## config.mk

```make
export PLATFORM = sky130hd
export DESIGN_NAME = ir_trip_conditioner_flat
export DESIGN_NICKNAME = d
export VERILOG_FILES = /design/src/rtl/ir_trip_conditioner_pkg.sv /design/src/rtl/ir_trip_conditioner_if.sv /design/src/rtl/ir_trip_conditioner_sync_ff.sv /design/src/rtl/ir_trip_conditioner.sv /design/src/flat_wrapper.sv
export SDC_FILE = /design/constraint.sdc
export NUM_CORES = 1
export LEC_CHECK = 0
export BUFFER_PORTS_ARGS = -buffer_cell sky130_fd_sc_hd__buf_2
export CAP_MARGIN = 20
export CORE_MARGIN = 5
export CORE_UTILIZATION = 65
export CTS_BUF_LIST = sky130_fd_sc_hd__clkbuf_4
export DETAILED_ROUTE_END_ITERATION = 12
export MAX_ROUTING_LAYER = met4
export PLACE_DENSITY = 0.85
export SKIP_LAST_GASP = 1
export SLEW_MARGIN = 25
export SYNTH_ARGS = -nofsm -noshare
export SYNTH_HDL_FRONTEND = slang
export SYNTH_SLANG_ARGS = --single-unit
```

## constraint.sdc

```tcl
create_clock -name clk_in -period 7.6 [get_ports clk_in]
set_input_delay 2.28 -clock clk_in [delete_from_list [all_inputs] [get_ports clk_in]]
set_output_delay 2.28 -clock clk_in [all_outputs]
set_load 0.05 [all_outputs]
```

## src/rtl/ir_trip_conditioner_pkg.sv

```systemverilog
// -----------------------------------------------------------------------------
// ir_pkg
// Shared types and widths for the IR beam-break trip conditioner.
//   ir_state_t   : qualification FSM states
//   REV_W        : width of the wrapping revolution counter
//   GLITCH_W     : width of the saturating glitch counter
//   sat_inc_glitch() : saturating increment for the glitch counter
// -----------------------------------------------------------------------------
package ir_pkg;

   localparam int REV_W    = 16;
   localparam int GLITCH_W = 8;

   typedef enum logic [2:0] {
      IDLE,     // beam clear, waiting for a broken level
      QUAL_HI,  // beam broken, debouncing the leading edge
      ACTIVE,   // trip accepted, ir_tripped high
      QUAL_LO,  // beam clear again, debouncing the trailing edge
      REJECT    // debounced pulse arrived inside lockout, wait for release
   } ir_state_t;

   function automatic logic [GLITCH_W-1:0] sat_inc_glitch(input logic [GLITCH_W-1:0] v);
      return (v == {GLITCH_W{1'b1}}) ? v : v + GLITCH_W'(1);
   endfunction

endpackage

```

## src/rtl/ir_trip_conditioner_if.sv

```systemverilog
// -----------------------------------------------------------------------------
// ir_trip_conditioner_if
// Bundles the raw sensor pin and the conditioned outputs.
//   ir_raw       : raw asynchronous sensor pin (into the conditioner)
//   ir_tripped   : debounced, qualified tripped level
//   trip_pulse   : one-cycle pulse per accepted trip
//   rev_count    : accepted trips, wrapping
//   glitch_count : rejected pulses, saturating
//   stalled      : no accepted trip for the stall window
// slave  : the conditioner side (reads ir_raw, drives the rest)
// master : the sensor / consumer side
// -----------------------------------------------------------------------------
interface ir_trip_conditioner_if;

   logic                        ir_raw;
   logic                        ir_tripped;
   logic                        trip_pulse;
   logic [ir_pkg::REV_W-1:0]    rev_count;
   logic [ir_pkg::GLITCH_W-1:0] glitch_count;
   logic                        stalled;

   modport master (
      output ir_raw,
      input  ir_tripped, trip_pulse, rev_count, glitch_count, stalled
   );

   modport slave (
      input  ir_raw,
      output ir_tripped, trip_pulse, rev_count, glitch_count, stalled
   );

endinterface

```

## src/rtl/ir_trip_conditioner_sync_ff.sv

```systemverilog
// -----------------------------------------------------------------------------
// sync_ff
// N-stage single-bit synchronizer with a programmable asynchronous reset value.
//   clk_in : destination clock
//   rst_in : asynchronous, active-high reset (loads RESET_VAL into every stage)
//   d      : asynchronous input
//   q      : synchronized output, STAGES cycles after d is first sampled
// -----------------------------------------------------------------------------
module sync_ff #(
   parameter int   STAGES    = 2,
   parameter logic RESET_VAL = 1'b0
) (
   input  logic clk_in,
   input  logic rst_in,
   input  logic d,
   output logic q
);

   logic [STAGES-1:0] chain;

   // NOTE: non-blocking assignments make every stage sample the previous
   // stage's old value, giving a real shift chain rather than one flop.
   always_ff @(posedge clk_in or posedge rst_in) begin
      if (rst_in) chain <= {STAGES{RESET_VAL}};
      else        chain <= {chain[STAGES-2:0], d};
   end

   assign q = chain[STAGES-1];

endmodule

```

## src/rtl/ir_trip_conditioner.sv

```systemverilog
// -----------------------------------------------------------------------------
// ir_trip_conditioner
// Turns the raw IR beam-break pin into a clean, clock-synchronous tripped level
// for the rotation-angle tracker: synchronizes, debounces both edges, rejects
// trips faster than one physical revolution, and keeps debug counters.
//   clk_in : system clock
//   rst_in : asynchronous, active-high reset
//   bus    : ir_trip_conditioner_if.slave (ir_raw in; ir_tripped, trip_pulse,
//            rev_count, glitch_count, stalled out -- all direct flop outputs)
// -----------------------------------------------------------------------------
module ir_trip_conditioner
   import ir_pkg::*;
#(
   parameter int   SYNC_STAGES     = 2,
   parameter int   DEBOUNCE_CYCLES = 1000,
   parameter int   LOCKOUT_CYCLES  = 2000000,
   parameter int   STALL_CYCLES    = 100000000,
   parameter logic ACTIVE_LEVEL    = 1'b1
) (
   input  logic                  clk_in,
   input  logic                  rst_in,
   ir_trip_conditioner_if.slave  bus
);

   localparam int DB_W = $clog2(DEBOUNCE_CYCLES + 1);
   localparam int LO_W = $clog2(LOCKOUT_CYCLES + 1);
   localparam int ST_W = $clog2(STALL_CYCLES + 1);

   localparam logic [DB_W-1:0] DB_MAX = DB_W'(DEBOUNCE_CYCLES);
   localparam logic [LO_W-1:0] LO_MAX = LO_W'(LOCKOUT_CYCLES);
   localparam logic [ST_W-1:0] ST_MAX = ST_W'(STALL_CYCLES);
   // stalled is registered, so it is set on the edge where the counter
   // steps from STALL_CYCLES-1 to STALL_CYCLES.
   localparam logic [ST_W-1:0] ST_SET = ST_W'(STALL_CYCLES - 1);

   ir_state_t       state;
   logic [DB_W-1:0] db_cnt;
   logic [LO_W-1:0] lock_cnt;
   logic [ST_W-1:0] stall_cnt;
   logic            sync_q;
   logic            s_in;

   // Reset to the inactive pin level so reset never looks like a broken beam.
   sync_ff #(
      .STAGES    (SYNC_STAGES),
      .RESET_VAL (~ACTIVE_LEVEL)
   ) u_sync (
      .clk_in (clk_in),
      .rst_in (rst_in),
      .d      (bus.ir_raw),
      .q      (sync_q)
   );

   // 1 = beam broken, independent of sensor polarity.
   assign s_in = sync_q ~^ ACTIVE_LEVEL;

   always_ff @(posedge clk_in or posedge rst_in) begin
      if (rst_in) begin
         state            <= IDLE;
         db_cnt           <= '0;
         lock_cnt         <= LO_MAX;   // first trip after reset is never locked out
         stall_cnt        <= '0;
         bus.ir_tripped   <= 1'b0;
         bus.trip_pulse   <= 1'b0;
         bus.rev_count    <= '0;
         bus.glitch_count <= '0;
         bus.stalled      <= 1'b0;
      end else begin
         bus.trip_pulse <= 1'b0;

         // Free-running saturating timers; an accepted trip below overrides them.
         if (lock_cnt != LO_MAX)  lock_cnt  <= lock_cnt + LO_W'(1);
         if (stall_cnt != ST_MAX) stall_cnt <= stall_cnt + ST_W'(1);
         if (stall_cnt >= ST_SET) bus.stalled <= 1'b1;

         case (state)
            IDLE: begin
               if (s_in) begin
                  state  <= QUAL_HI;
                  db_cnt <= DB_W'(1);
               end
            end

            QUAL_HI: begin
               if (!s_in) begin
                  state            <= IDLE;
                  bus.glitch_count <= sat_inc_glitch(bus.glitch_count);
               end else if (db_cnt == DB_MAX) begin
                  if (lock_cnt >= LO_MAX) begin
                     state          <= ACTIVE;
                     bus.ir_tripped <= 1'b1;
                     bus.trip_pulse <= 1'b1;
                     bus.rev_count  <= bus.rev_count + REV_W'(1);
                     lock_cnt       <= '0;   // lockout measured from acceptance
                     stall_cnt      <= '0;
                     bus.stalled    <= 1'b0; // acceptance beats stall saturation
                  end else begin
                     state            <= REJECT;
                     db_cnt           <= '0;
                     bus.glitch_count <= sat_inc_glitch(bus.glitch_count);
                  end
               end else begin
                  db_cnt <= db_cnt + DB_W'(1);
               end
            end

            ACTIVE: begin
               if (!s_in) begin
                  state  <= QUAL_LO;
                  db_cnt <= DB_W'(1);
               end
            end

            QUAL_LO: begin
               if (s_in) begin
                  state <= ACTIVE;   // release bounce, same trip
               end else if (db_cnt == DB_MAX) begin
                  state          <= IDLE;
                  bus.ir_tripped <= 1'b0;
               end else begin
                  db_cnt <= db_cnt + DB_W'(1);
               end
            end

            REJECT: begin
               // Entered with db_cnt=0 while broken; the first clear cycle makes
               // it 1, matching the QUAL_LO release timing.
               if (s_in) begin
                  db_cnt <= '0;
               end else if (db_cnt == DB_MAX) begin
                  state <= IDLE;
               end else begin
                  db_cnt <= db_cnt + DB_W'(1);
               end
            end

            default: state <= IDLE;
         endcase
      end
   end

endmodule
```

## src/flat_wrapper.sv

```systemverilog
// flat-port wrapper written by rule: the top's interface ports become plain ports
module ir_trip_conditioner_flat import ir_pkg::*;
#(
   parameter int   SYNC_STAGES     = 2,
   parameter int   DEBOUNCE_CYCLES = 1000,
   parameter int   LOCKOUT_CYCLES  = 2000000,
   parameter int   STALL_CYCLES    = 100000000,
   parameter logic ACTIVE_LEVEL    = 1'b1
)
  (clk_in, rst_in, bus_ir_raw, bus_ir_tripped, bus_trip_pulse, bus_rev_count, bus_glitch_count, bus_stalled);
  ir_trip_conditioner_if bus_i ();
  input  logic clk_in;
  input  logic rst_in;
  input wire logic [$bits(bus_i.ir_raw)-1:0] bus_ir_raw;
  output wire logic [$bits(bus_i.ir_tripped)-1:0] bus_ir_tripped;
  output wire logic [$bits(bus_i.trip_pulse)-1:0] bus_trip_pulse;
  output wire logic [$bits(bus_i.rev_count)-1:0] bus_rev_count;
  output wire logic [$bits(bus_i.glitch_count)-1:0] bus_glitch_count;
  output wire logic [$bits(bus_i.stalled)-1:0] bus_stalled;
  assign bus_i.ir_raw = bus_ir_raw;
  assign bus_ir_tripped = bus_i.ir_tripped;
  assign bus_trip_pulse = bus_i.trip_pulse;
  assign bus_rev_count = bus_i.rev_count;
  assign bus_glitch_count = bus_i.glitch_count;
  assign bus_stalled = bus_i.stalled;
  ir_trip_conditioner #(.SYNC_STAGES(SYNC_STAGES), .DEBOUNCE_CYCLES(DEBOUNCE_CYCLES), .LOCKOUT_CYCLES(LOCKOUT_CYCLES), .STALL_CYCLES(STALL_CYCLES), .ACTIVE_LEVEL(ACTIVE_LEVEL)) u_core (.clk_in(clk_in), .rst_in(rst_in), .bus(bus_i));
endmodule
```

# ---- After elaboration in Yosys (flattened, before gate mapping)
# Cells that the tools add are included.
dict set report totals {
  regBits 90
  input_bits 3
  out_inout_bits 27
  word_cells 92
}
dict set report op_classes {
  addsub 5
  magnitude_cmp 2
  eq_ne 20
  muxes 47
  reduce_logical 8
}
# operator count
set ops {}
lappend ops {{$mux W27} 5}
lappend ops {{$mux W21} 5}
lappend ops {{$mux W10} 8}
lappend ops {{$pmux W10 S5} 1}
lappend ops {{$mux W8} 4}
lappend ops {{$add A27 B1 Y27 const B} 1}
lappend ops {{$ge A27 B27 Y1 const B} 1}
lappend ops {{$ne A27 B27 Y1 const B} 1}
lappend ops {{$mux W3} 8}
lappend ops {{$add A21 B1 Y21 const B} 1}
lappend ops {{$ge A21 B21 Y1 const B} 1}
lappend ops {{$ne A21 B21 Y1 const B} 1}
lappend ops {{$add A16 B1 Y16 const B} 1}
lappend ops {{$pmux W3 S5} 1}
lappend ops {{$mux W1} 14}
lappend ops {{$ne A2 B2 Y1 const B} 6}
lappend ops {{$reduce_and A6 Y1} 2}
lappend ops {{$add A10 B1 Y10 const B} 1}
lappend ops {{$eq A10 B10 Y1 const B} 1}
lappend ops {{$add A8 B1 Y8 const B} 1}
lappend ops {{$eq A8 B8 Y1 const B} 1}
lappend ops {{$ne A2 B1 Y1 const B} 4}
lappend ops {{$reduce_and A4 Y1} 2}
lappend ops {{$eq A3 B2 Y1 const B} 2}
lappend ops {{9 further kinds} 9}

# ---- Depth between registers and ports, before layout
# Gate-level depths: netlist of run 1.
dict set report logic_depth {
  ltp_word 6
  depth_mapped 9
  ltp_nobuf 9
}

# ---- Cells and area by module
# A second synthesis of run 1 with hierarchy kept.
dict set report hier_totals {
  cells_unflattened 478
  area_unflattened_um2 4699.5
}
# mod instances cells_per_inst area_each_um2 seq_area_each_um2
set by_module_without_submodules {}
lappend by_module_without_submodules {ir_trip_conditioner 1 475 4645.7 2210.9}
lappend by_module_without_submodules {sync_ff 1 3 53.8 50.0}

# ---- Least setup slack after synthesis of run 1
# OpenSTA, ideal clock, no wires.
dict set report synth_path {
  kind {register to output}
  from {register u_core.bus.rev_count[10]}
  to {output bus_rev_count[10]}
  t_arrival_ns 0.670
  t_required_ns 5.320
  slack_ns 4.650
  stages_incl_launch_ff 1
  n_path_buf 0
  path_cell_list {dfrtp_1}
}
# element line
set synth_lines {}
lappend synth_lines {{from (decl)} ir_trip_conditioner_if.sv:29} ;# output ir_tripped, trip_pulse, rev_count, glitch_count, stalled
lappend synth_lines {{from (signal assigned)} ir_trip_conditioner.sv:93} ;# bus.rev_count <= bus.rev_count + REV_W'(1);
lappend synth_lines {{to (decl)} flat_wrapper.sv:17} ;# output wire logic [$bits(bus_i.rev_count)-1:0] bus_rev_count;
# No word-level cell between the ends.

# ---- Worst setup path after layout of run 1
dict set report layout_path {
  from {register u_core.bus.rev_count[10]}
  to {output bus_rev_count[10]}
}
# No word-level cell between the ends.

==> impl_metrics.json, run 1 <==
{
  "status": "complete, no violations",
  "synth_ff_type": "dfrtp_1",
  "synth-simple-area-share_pct": 26.4,
  "place_hpwl_mm": 6.42,
  "cp_num_buf_inv": 1,
  "setup_viol": 0,
  "whs_path_depth": 0,
  "grt_pass1_wl_mm": 16.3,
  "yosysWarnings": 0,
  "clk-insertion-delay-late_ns": 0.44,
  "async_flop_share_pct": 100,
  "synth_compound_area_share_pct": 6.76,
  "synth-seq-cells": 90,
  "syn_inst": 478,
  "crit_required_ns": 5.32,
  "critPathLaunchType": "flip-flop",
  "relSlewSlack_pct": 48.1,
  "critical_path_class": "flip-flop to primary output",
  "reg2reg_from": "u_core.db_cnt[0]",
  "drt_first_pass_iters": 4,
  "fin_skew_ns": 0.0154,
  "drtAntennaViolNets": 0,
  "grt_use_total_pct": 23.4,
  "cts_root_buf": "clkbuf_4",
  "maxCapViolations": 0,
  "vias_per_cell": 6.00,
  "finalHoldViolations": 0,
  "min_period_over_period_pct": 45.9,
  "cts_buffer_depth": 2,
  "vdd_ir_drop_max_mv": 0.0929,
  "core_um2": 6910,
  "setup.worst_path.end_class": "primary output",
  "fin_crit_ns": 3.49,
  "cts_resized": 0,
  "cts_max_level": 3,
  "drt_iter0_markers": 184,
  "leakage_nw": 2.40,
  "reg2reg_slack_ns": 5.03,
  "powerDensity_nw_per_um2": 181,
  "antenna_found_initial": 0,
  "syn_to_final_growth_pct": 8.34,
  "fp.dieW_um": 94.7,
  "min-delay-start": "u_core.u_sync.chain[0]",
  "critical-path-max-stage-delay_ns": 0.47,
  "clock-sinks": 90,
  "gp_congestion": 0.875,
  "finalNetCount": 518,
  "ctsHoldBuffers": 0,
  "die_y_um": 94.7,
  "dpl_cell_area_um2": 4900,
  "cts_buffers": 9,
  "wl_per_cell_um": 15.1,
  "pin_count": 30,
  "hp-class": "flip-flop to flip-flop",
  "synth_mux_area_share_pct": 0.885,
  "grt-ovfl-total": 0,
  "antennaDiodeCount": 0,
  "crit_fanout": 6,
  "maxSlewViolCount": 0,
  "ys_seq_area_share_pct": 48.5,
  "synth_edf_count": 0,
  "layout_setup_ws_ns": 4.11,
  "worst_r2r_endpoint": "u_core.bus.rev_count[12]",
  "path_cells": "buf_2",
  "clock.fmax_mhz": 287,
  "cp.arrival_ns": 1.21,
  "synthesis.area_um2": 4660,
  "cts_tree": "built",
  "path_clk_slew_ns": 0.15,
  "die_area_um2": 8970,
  "power_w": 0.000916,
  "r2r_cells": 7,
  "synth_area_per_cell_um2": 9.76,
  "initial_core_util_pct": 67.5,
  "num_rows": 30,
  "drc": 0,
  "synth_fa_ha_area_share_pct": 2.41,
  "vias": 3645,
  "numPortBuffers": 29,
  "grt_pass1_vias": 3580,
  "drive_gt1_share_pct": 13.3,
  "crit_family": "flip-flops",
  "critPathSlowestCell": "dfrtp_1",
  "final_cell_area_um2": 5050,
  "postCtsSetupBuffers": 0,
  "worstMarginPinSlew_ns": 0.771,
  "synth_xor_area_share_pct": 12.4,
  "grt_max_degree": 50,
  "rsz0062_at_grt": "no",
  "dp.cells": 591,
  "setup_tns_ns": 0,
  "synth_cell_types": 52,
  "holdPathEnd": "u_core.u_sync.chain[1]",
  "pre_cts_ws_ns": 4.08,
  "wl_mm": 9.16,
  "synth_top_family_by_area": "simple AND/OR/NAND/NOR gates",
  "syn_nets": 490,
  "instances_no_fill": 607
}
## Yosys cell counts (2+ instances only)
master / n / area, um2
nor4b_1: 4 / 35.0
inv_1: 15 / 56.3
o21a_1: 2 / 15.0
clkbuf_1: 11 / 41.3
xor2_1: 47 / 412
a21oi_1: 10 / 50.1
ha_1: 9 / 113
nor2_1: 61 / 229
a211oi_1: 3 / 22.5
nand2b_1: 3 / 18.8
a31oi_1: 2 / 12.5
o21ai_0: 14 / 70.1
o31ai_1: 2 / 15.0
nor2b_1: 3 / 18.8
nand4_1: 22 / 138
o22ai_1: 7 / 43.8
xnor2_1: 19 / 166
or3_1: 7 / 43.8
o31a_1: 2 / 17.5
dfrtp_1: 83 / 2080
nand3_1: 27 / 135
nor3_1: 19 / 95.1
and3_1: 14 / 87.6
dfstp_2: 7 / 184
nor4_1: 7 / 43.8
buf_2: 2 / 10.0
nor3b_1: 5 / 37.5
nand2_1: 35 / 131
and4_1: 8 / 70.1
or4_1: 3 / 22.5
mux2i_1: 3 / 30.0
or2_2: 2 / 12.5
## sequential cells by signal (all words and copies together), names as in the netlist
register	cells
u_core.stall_cnt	27
u_core.bus.trip_pulse	1
u_core.state	3
u_core.lock_cnt	21
u_core.bus.stalled	1
u_core.u_sync.chain	2
u_core.db_cnt	10
u_core.bus.ir_tripped	1
u_core.bus.rev_count	16
u_core.bus.glitch_count	8
## worst max-delay path by stage
| stage | from | to | cells after the start | slack [ns] |
|---|---|---|---|---|
| detailed placement | rst_in | u_core.db_cnt[6] | 3 | 4.08 |
| global placement | rst_in | u_core.lock_cnt[4] | 3 | 4.11 |
| global route | u_core.bus.rev_count[11] | bus_rev_count[11] | 1 | 4.04 |
| CTS | u_core.bus.rev_count[10] | bus_rev_count[10] | 1 | 4.09 |
| finish | u_core.bus.rev_count[10] | bus_rev_count[10] | 1 | 4.11 |
| floorplan | rst_in | u_core.bus.glitch_count[0] | 1 | 3.00 |
## where the power goes
group          leakage [nW]  internal, W  switching, W
registers              1.18     0.000498     0.0000221
logic                  1.14    0.0000330     0.0000901
clock network        0.0769     0.000103      0.000169
total                  2.40     0.000634      0.000281
## cell families (layout without fill, tap and decap cells)
logic type | after synthesis | after routing
AOI/OAI and AO/OA | 50 | 50
xor gates and xnor gates | 66 | 66
adders and majority gates | 9 | 9
buffers and inverters | 30 | 63
DFF | 90 | 90
muxes | 4 | 4
and+or+nand+nor | 229 | 229
## area by class of cell
class | count | area [um2]
fill | 534 | 1850
clock buffer | 9 | 67.6
clock inverter | 7 | 77.6
sequential | 90 | 2260
tap | 96 | 120
timing repair buffer | 32 | 168
multi-input combinational | 358 | 2300
inverter | 15 | 57.6
## placed cells by master (no fill, tap or decap), types with 14 or more instances in the layout
cell type / Yosys / routed
dfrtp_1: 83 / 83
nor2_1: 61 / 61
xor2_1: 47 / 47
nand2_1: 35 / 35
buf_2: 2 / 29
nand3_1: 27 / 27
nand4_1: 22 / 22
nor3_1: 19 / 19
xnor2_1: 19 / 19
o21ai_0: 14 / 14
inv_1: 15 / 14
## through the flow
stage / hold slack [ns] / util, %
after CTS: 0.394 / 73.0
after global placement: 0.337 / 70.9
after global routing: 0.421 / 73.2
final: 0.381 / 73.2
after floorplan: 0.331 / -
after detailed placement: 0.338 / 70.9
## layer usage
| metal | track usage [%] | vias up | share of wire, % | wire length (um) |
|---|---|---|---|---|
| li1 | - | 1745 | - | - |
| met1 | 30.3 | 1796 | 46 | 4170 |
| met2 | 37.6 | 83 | 49 | 4490 |
| met3 | 3.03 | 21 | 3.5 | 318 |
| met4 | 9.38 | 0 | 2.0 | 180 |
| met5 | - | - | 0 | 0 |
(Power assumes the default switching activity.)
==> run 2: changes to the inputs <==
--- a/config.mk
+++ b/config.mk
@@ -5,14 +5,15 @@
 export SDC_FILE = /design/constraint.sdc
 export NUM_CORES = 1
 export LEC_CHECK = 0
+export ABC_AREA = 1
 export BUFFER_PORTS_ARGS = -buffer_cell sky130_fd_sc_hd__buf_2
 export CAP_MARGIN = 20
 export CORE_MARGIN = 5
-export CORE_UTILIZATION = 65
+export CORE_UTILIZATION = 64
 export CTS_BUF_LIST = sky130_fd_sc_hd__clkbuf_4
 export DETAILED_ROUTE_END_ITERATION = 12
 export MAX_ROUTING_LAYER = met4
-export PLACE_DENSITY = 0.85
+export PLACE_DENSITY = 0.83
 export SKIP_LAST_GASP = 1
 export SLEW_MARGIN = 25
 export SYNTH_ARGS = -nofsm -noshare
==> constraint.sdc (replaced) <==
create_clock -name clk_in -period 3.5 [get_ports clk_in]
set_input_delay 1.05 -clock clk_in [delete_from_list [all_inputs] [get_ports clk_in]]
set_output_delay 1.05 -clock clk_in [all_outputs]
set_load 0.05 [all_outputs]
==> run 2 against run 1 <==
Net effect:
- first-iteration DRC count is 80% higher
- wire length is 36% higher
- clock-buffer cell count stayed put
- cell count is 60% higher
- clock power grew to 2.7 times the previous value
- setup slack worse by 2.9 ns
- critical path depth stayed put
- via count is 43% higher
- sequential share of layout area is 8.6 points lower
- highest routed layer unchanged
==> impl_metrics.json, run 2 <==
{
  "synth_area_per_cell_um2": 7.03,
  "synthesis.area_um2": 5840,
  "worstMarginPinSlew_ns": 0.490,
  "critPathLaunchType": "flip-flop",
  "dp.cells": 958,
  "worstSetupStartpoint": "u_core.bus.rev_count[10]",
  "p_int_w": 0.00160,
  "wl_per_cell_um": 12.8,
  "yosys-top-cells-area": "dfrtp_1 (36%), nand2_1 (18%), inv_1 (7.1%), nand3_1 (5.1%), nor2_1 (4.7%)",
  "reg_top3": "u_core.stall_cnt: 27 flops, u_core.lock_cnt: 21 flops, u_core.bus.rev_count: 16 flops",
  "reg2reg_slack_ns": 1.50,
  "finalHoldViolations": 0,
  "layout_commonest_cell": "nand2_1",
  "core_um2": 8810,
  "synth_edf_count": 0,
  "yosysMostFrequentCell": "nand2_1",
  "cts_tree": "built",
  "postCtsSetupBuffers": 0,
  "yosysWarnings": 0,
  "cts_buffer_depth": 2,
  "async_flop_share_pct": 100,
  "cts_max_level": 3,
  "grt_pass1_vias": 5024,
  "min-delay-start": "u_core.u_sync.chain[0]",
  "r2r_cells": 10,
  "syn_nets": 843,
  "syn_inst": 831,
  "path_clk_slew_ns": 0.16,
  "drt_first_pass_iters": 5,
  "critical_path_class": "flip-flop to primary output",
  "num_rows": 34,
  "vias_per_cell": 5.34,
  "final_cell_area_um2": 6260,
  "setup_viol": 0,
  "dpl_cell_area_um2": 6070,
  "drtAntennaViolNets": 0,
  "vias": 5198,
  "finalNetCount": 873,
  "pre_cts_ws_ns": 1.56,
  "drive_gt1_share_pct": 13.0,
  "path_cells": "buf_2",
  "crit_family": "flip-flops",
  "layout_setup_ws_ns": 1.17,
  "cts_root_buf": "clkbuf_4",
  "largest_reg_flops": 27,
  "antennaDiodeCount": 0,
  "fin_skew_ns": 0.0175,
  "power_switching_w": 0.000831,
  "pin_count": 30,
  "die_area_um2": 11100,
  "grt_max_degree": 91,
  "setup_tns_ns": 0,
  "cts_resized": 0,
  "synth-seq-cells": 90,
  "crit_fanout": 7,
  "regMostFlops": "u_core.stall_cnt",
  "antenna_found_initial": 0,
  "relSlewSlack_pct": 67.3,
  "clock.fmax_mhz": 430,
  "ctsHoldBuffers": 0,
  "numPortBuffers": 29,
  "hp-class": "flip-flop to flip-flop",
  "maxCapViolations": 0,
  "fin_crit_ns": 2.33,
  "maxSlewViolCount": 0,
  "gp_congestion": 0.974,
  "drt_iter0_markers": 331,
  "crit_required_ns": 2.45,
  "fp.dieW_um": 106,
  "synth_common_cells": "nand2_1 (273), inv_1 (111), dfrtp_1 (83)",
  "synth_ff_type": "dfrtp_1",
  "die_y_um": 106,
  "cp-endpoint": "bus_rev_count[10]",
  "final_core_util_pct": 71.1,
  "place_hpwl_mm": 9.19,
  "synth_cell_types": 36,
  "grt_use_total_pct": 24.0,
  "syn_to_final_growth_pct": 7.11,
  "vdd_ir_drop_max_mv": 0.274,
  "wl_mm": 12.5,
  "powerDensity_nw_per_um2": 389,
  "pwr-share-seq_pct": 47.8,
  "final_cell_mix": "nand2_1 (273), inv_1 (110), dfrtp_1 (83)",
  "worst_r2r_endpoint": "u_core.db_cnt[0]",
  "clk-insertion-delay-late_ns": 0.45,
  "synth_largest_area_cell": "dfrtp_1",
  "grt-ovfl-total": 0,
  "instances_no_fill": 974,
  "ys_seq_area_share_pct": 38.7,
  "grt_pass1_wl_mm": 22.0,
  "status": "complete, no violations",
  "path_depth": 1,
  "reg2reg_from": "u_core.db_cnt[0]",
  "cp.arrival_ns": 1.28,
  "cp_num_buf_inv": 1,
  "comb_power_share_pct": 21.7,
  "cts_buffers": 9,
  "setup.worst_path.end_class": "primary output",
  "critPathSlowestCell": "dfrtp_1",
  "synth_top_area_share_pct": 35.5,
  "leakage_nw": 3.30,
  "critical-path-max-stage-delay_ns": 0.51,
  "p_sw_share_pct": 34.1,
  "rsz0062_at_grt": "no",
  "min_period_over_period_pct": 66.5,
  "p_clk_share_pct": 30.6,
  "initial_core_util_pct": 66.4,
  "drc": 0,
  "clock-sinks": 90
}
run 2: cell count changes after synthesis, sizes merged, moves of 10 or more:
cell | previous run | this run
and3 | 14 | 0
clkbuf | 12 | 1
inv | 15 | 138
nand2 | 35 | 279
nand3 | 27 | 63
nor2 | 61 | 82
o21ai | 14 | 24
xor2 | 47 | 27
run 2: cell type report:
cell class,count,area (um2)
clock buffers,9,67.6
inverters,139,524
repair buffers,31,173
fillers,752,2550
clock inverters,7,123
flip-flops and latches,90,2260
well taps,108,135
multi-input cells,590,2980
run 2: per-stage QoR:
stage	power, W	hold WS [ns]
5_1_grt	0.00256	0.392
3_5_place_dp	0.00170	0.347
4_1_cts	0.00244	0.378
3_3_place_gp	0.00168	0.337
6_report	0.00243	0.374
2_1_floorplan	0.00159	0.331
run 2: worst min-delay path by stage:
stage          slack (ns)  cells past startpoint                endpoint
2_1_floorplan        0.33                      0  u_core.u_sync.chain[1]
3_3_place_gp         0.34                      0  u_core.u_sync.chain[1]
3_5_place_dp         0.35                      0  u_core.u_sync.chain[1]
4_1_cts              0.38                      0  u_core.u_sync.chain[1]
5_1_grt              0.39                      0  u_core.u_sync.chain[1]
6_report             0.37                      0  u_core.u_sync.chain[1]
run 2: per-layer routing:
metal  wire, um  vias up  GRT usage (%)
li1           -     2642              -
met1       5830     2404           31.4
met2       5980      135           39.0
met3        491       17           2.75
met4        192        0           8.42
met5          0        -              -
run 2: kinds of logic after synthesis:
family | count (synthesis) | share of synthesized area, %
AOI/OAI and AO/OA | 39 | 3.96
adders and majority gates | 9 | 1.93
xor gates and xnor gates | 49 | 7.34
and+or+nand+nor | 493 | 37.7
buffers and inverters | 151 | 10.4
DFF | 90 | 38.7
run 2: power groups by stage:
stage / Combinational (W) / Sequential, W / Clock (W)
after CTS: 0.000523 / 0.00116 / 0.000760
after global placement: 0.000498 / 0.00118 / 0
final: 0.000527 / 0.00116 / 0.000744
after global routing: 0.000583 / 0.00117 / 0.000802
after detailed placement: 0.000518 / 0.00118 / 0
after floorplan: 0.000348 / 0.00124 / 0
==> run 3: changes to the inputs <==
==> constraint.sdc (replaced) <==
create_clock -name clk_in -period 2.3 [get_ports clk_in]
set_input_delay 0.69 -clock clk_in [delete_from_list [all_inputs] [get_ports clk_in]]
set_output_delay 0.69 -clock clk_in [all_outputs]
set_load 0.05 [all_outputs]
==> run 3 against run 2 <==
Net effect:
- sequential share of layout area is 0.14 points higher
- die area is the same
- hold slack worse by 0.081 ns
- combinational power grew 51%
- non-clock buffer count grew 3
- register-to-register slack worse by 1.2 ns
- sequential power grew 53%
- clock power rose by 22%
- largest cell class unchanged
- largest power group unchanged
==> impl_metrics.json, run 3 (synthesis gave the netlist of run 2 again) <==
{
  "fin_skew_ns": 0.0176,
  "core_um2": 8810,
  "drive_gt1_share_pct": 13.3,
  "setup_tns_ns": 0,
  "initial_core_util_pct": 66.4,
  "cts_buffers": 9,
  "grt-ovfl-total": 0,
  "min_period_over_period_pct": 87.2,
  "maxSlewViolCount": 0,
  "reg_top3": "u_core.stall_cnt: 27 flops, u_core.lock_cnt: 21 flops, u_core.bus.rev_count: 16 flops",
  "finalHoldViolations": 0,
  "vias_per_cell": 5.36,
  "place_hpwl_mm": 9.26,
  "syn_to_final_growth_pct": 6.70,
  "largest_reg_flops": 27,
  "crit_family": "simple AND/OR/NAND/NOR gates",
  "critical_path_class": "flip-flop to flip-flop",
  "cts_tree": "built",
  "crit_fanout": 18,
  "antenna_found_initial": 0,
  "setup_viol": 0,
  "ctsHoldBuffers": 0,
  "regMostFlops": "u_core.stall_cnt",
  "critPathSlowestCell": "dfrtp_1",
  "postCtsSetupBuffers": 0,
  "p_sw_share_pct": 35.4,
  "finalNetCount": 876,
  "power_switching_w": 0.00123,
  "grt_max_degree": 74,
  "die_area_um2": 11100,
  "hp-class": "input port to async pin",
  "wl_per_cell_um": 12.6,
  "pwr-share-seq_pct": 50.9,
  "cts_root_buf": "clkbuf_4",
  "relSlewSlack_pct": 67.5,
  "maxCapViolations": 0,
  "path_clk_slew_ns": 0.14,
  "reg2reg_slack_ns": 0.30,
  "grt_pass1_vias": 4930,
  "drt_iter0_markers": 268,
  "worstMarginPinSlew_ns": 0.488,
  "num_rows": 34,
  "powerDensity_nw_per_um2": 557,
  "drt_first_pass_iters": 5,
  "critPathLaunchType": "flip-flop",
  "path_cells": "inv_1 > ha_1 > inv_1 > nor2_1 > nand3b_4 > nor2_2 > nand2_2 > clkinv_2 > nand2_1 > o21ai_0",
  "cts_max_level": 3,
  "clock-sinks": 90,
  "fp.dieW_um": 106,
  "pin_count": 30,
  "clock.fmax_mhz": 499,
  "die_y_um": 106,
  "drc": 0,
  "numPortBuffers": 29,
  "critical-path-max-stage-delay_ns": 0.48,
  "wl_mm": 12.3,
  "power_w": 0.00347,
  "comb_power_share_pct": 22.9,
  "vias": 5235,
  "p_int_w": 0.00224,
  "cts_resized": 0,
  "layout_commonest_cell": "nand2_1",
  "clk-insertion-delay-late_ns": 0.44,
  "vdd_ir_drop_max_mv": 0.608,
  "cts_buffer_depth": 2,
  "grt_pass1_wl_mm": 22.1,
  "cp_num_buf_inv": 3,
  "path_common_cell": "inv_1",
  "grt_use_total_pct": 24.4,
  "final_cell_mix": "nand2_1 (273), inv_1 (110), dfrtp_1 (83)",
  "rsz0062_at_grt": "no",
  "gp_congestion": 0.906,
  "status": "complete, no violations",
  "setup.worst_path.end_class": "flip-flop",
  "drtAntennaViolNets": 0,
  "fin_crit_ns": 2.00,
  "antennaDiodeCount": 0,
  "leakage_nw": 3.30,
  "cp.arrival_ns": 2.37,
  "p_clk_share_pct": 26.1,
  "crit_required_ns": 2.66
}
## run 3: worst min-delay path, delay by kind of cell
kind / cells / cell delay, ns
buffers and inverters: 3 / 0.44
## run 3: per-stage QoR
step | worst slack [ns] | instance area (um2) | utilization (%) | hold slack, ns | cells
3_5_place_dp | 0.321 | 6090 | 69.2 | 0.346 | 961
3_3_place_gp | 0.415 | 6090 | 69.2 | 0.335 | 961
6_report | 0.295 | 6230 | 70.8 | 0.293 | 977
2_1_floorplan | 0.530 | 5850 | - | 0.331 | 831
5_1_grt | 0.0923 | 6230 | 70.8 | 0.281 | 977
4_1_cts | 0.317 | 6230 | 70.8 | 0.284 | 977
## run 3: layout make-up
type / instances / area, um2
clock inverter: 6 / 66.3
timing repair buffer: 34 / 195
inverter: 139 / 527
clock buffer: 10 / 75.1
multi-input combinational: 590 / 2980
sequential: 90 / 2260
fill: 755 / 2570
tap: 108 / 135
## run 3: worst paths after layout
path | startpoint | end | cells past startpoint
max in group asynchronous | rst_in | u_core.lock_cnt[10] | 3
worst max-delay path | u_core.db_cnt[0] | u_core.bus.rev_count[3] | 10
worst min-delay path | rst_in | u_core.bus.trip_pulse | 3
worst max register to register | u_core.db_cnt[0] | u_core.bus.rev_count[3] | 10
min in group clk_in | u_core.u_sync.chain[0] | u_core.u_sync.chain[1] | 0
worst min register to register | u_core.u_sync.chain[0] | u_core.u_sync.chain[1] | 0
## run 3: layer usage
layer,GRT usage (%),share of wire [%]
met1,33.4,48
met2,37.6,45
met3,2.75,4.2
met4,9.25,2.2
met5,-,0
## run 3: power groups by stage
stage | combinational (W) | sequential (W) | clock [W]
6_report | 0.000796 | 0.00177 | 0.000907
5_1_grt | 0.000909 | 0.00179 | 0.00101
4_1_cts | 0.000802 | 0.00177 | 0.000928
3_5_place_dp | 0.000798 | 0.00180 | 0
3_3_place_gp | 0.000781 | 0.00179 | 0
2_1_floorplan | 0.000530 | 0.00189 | 0
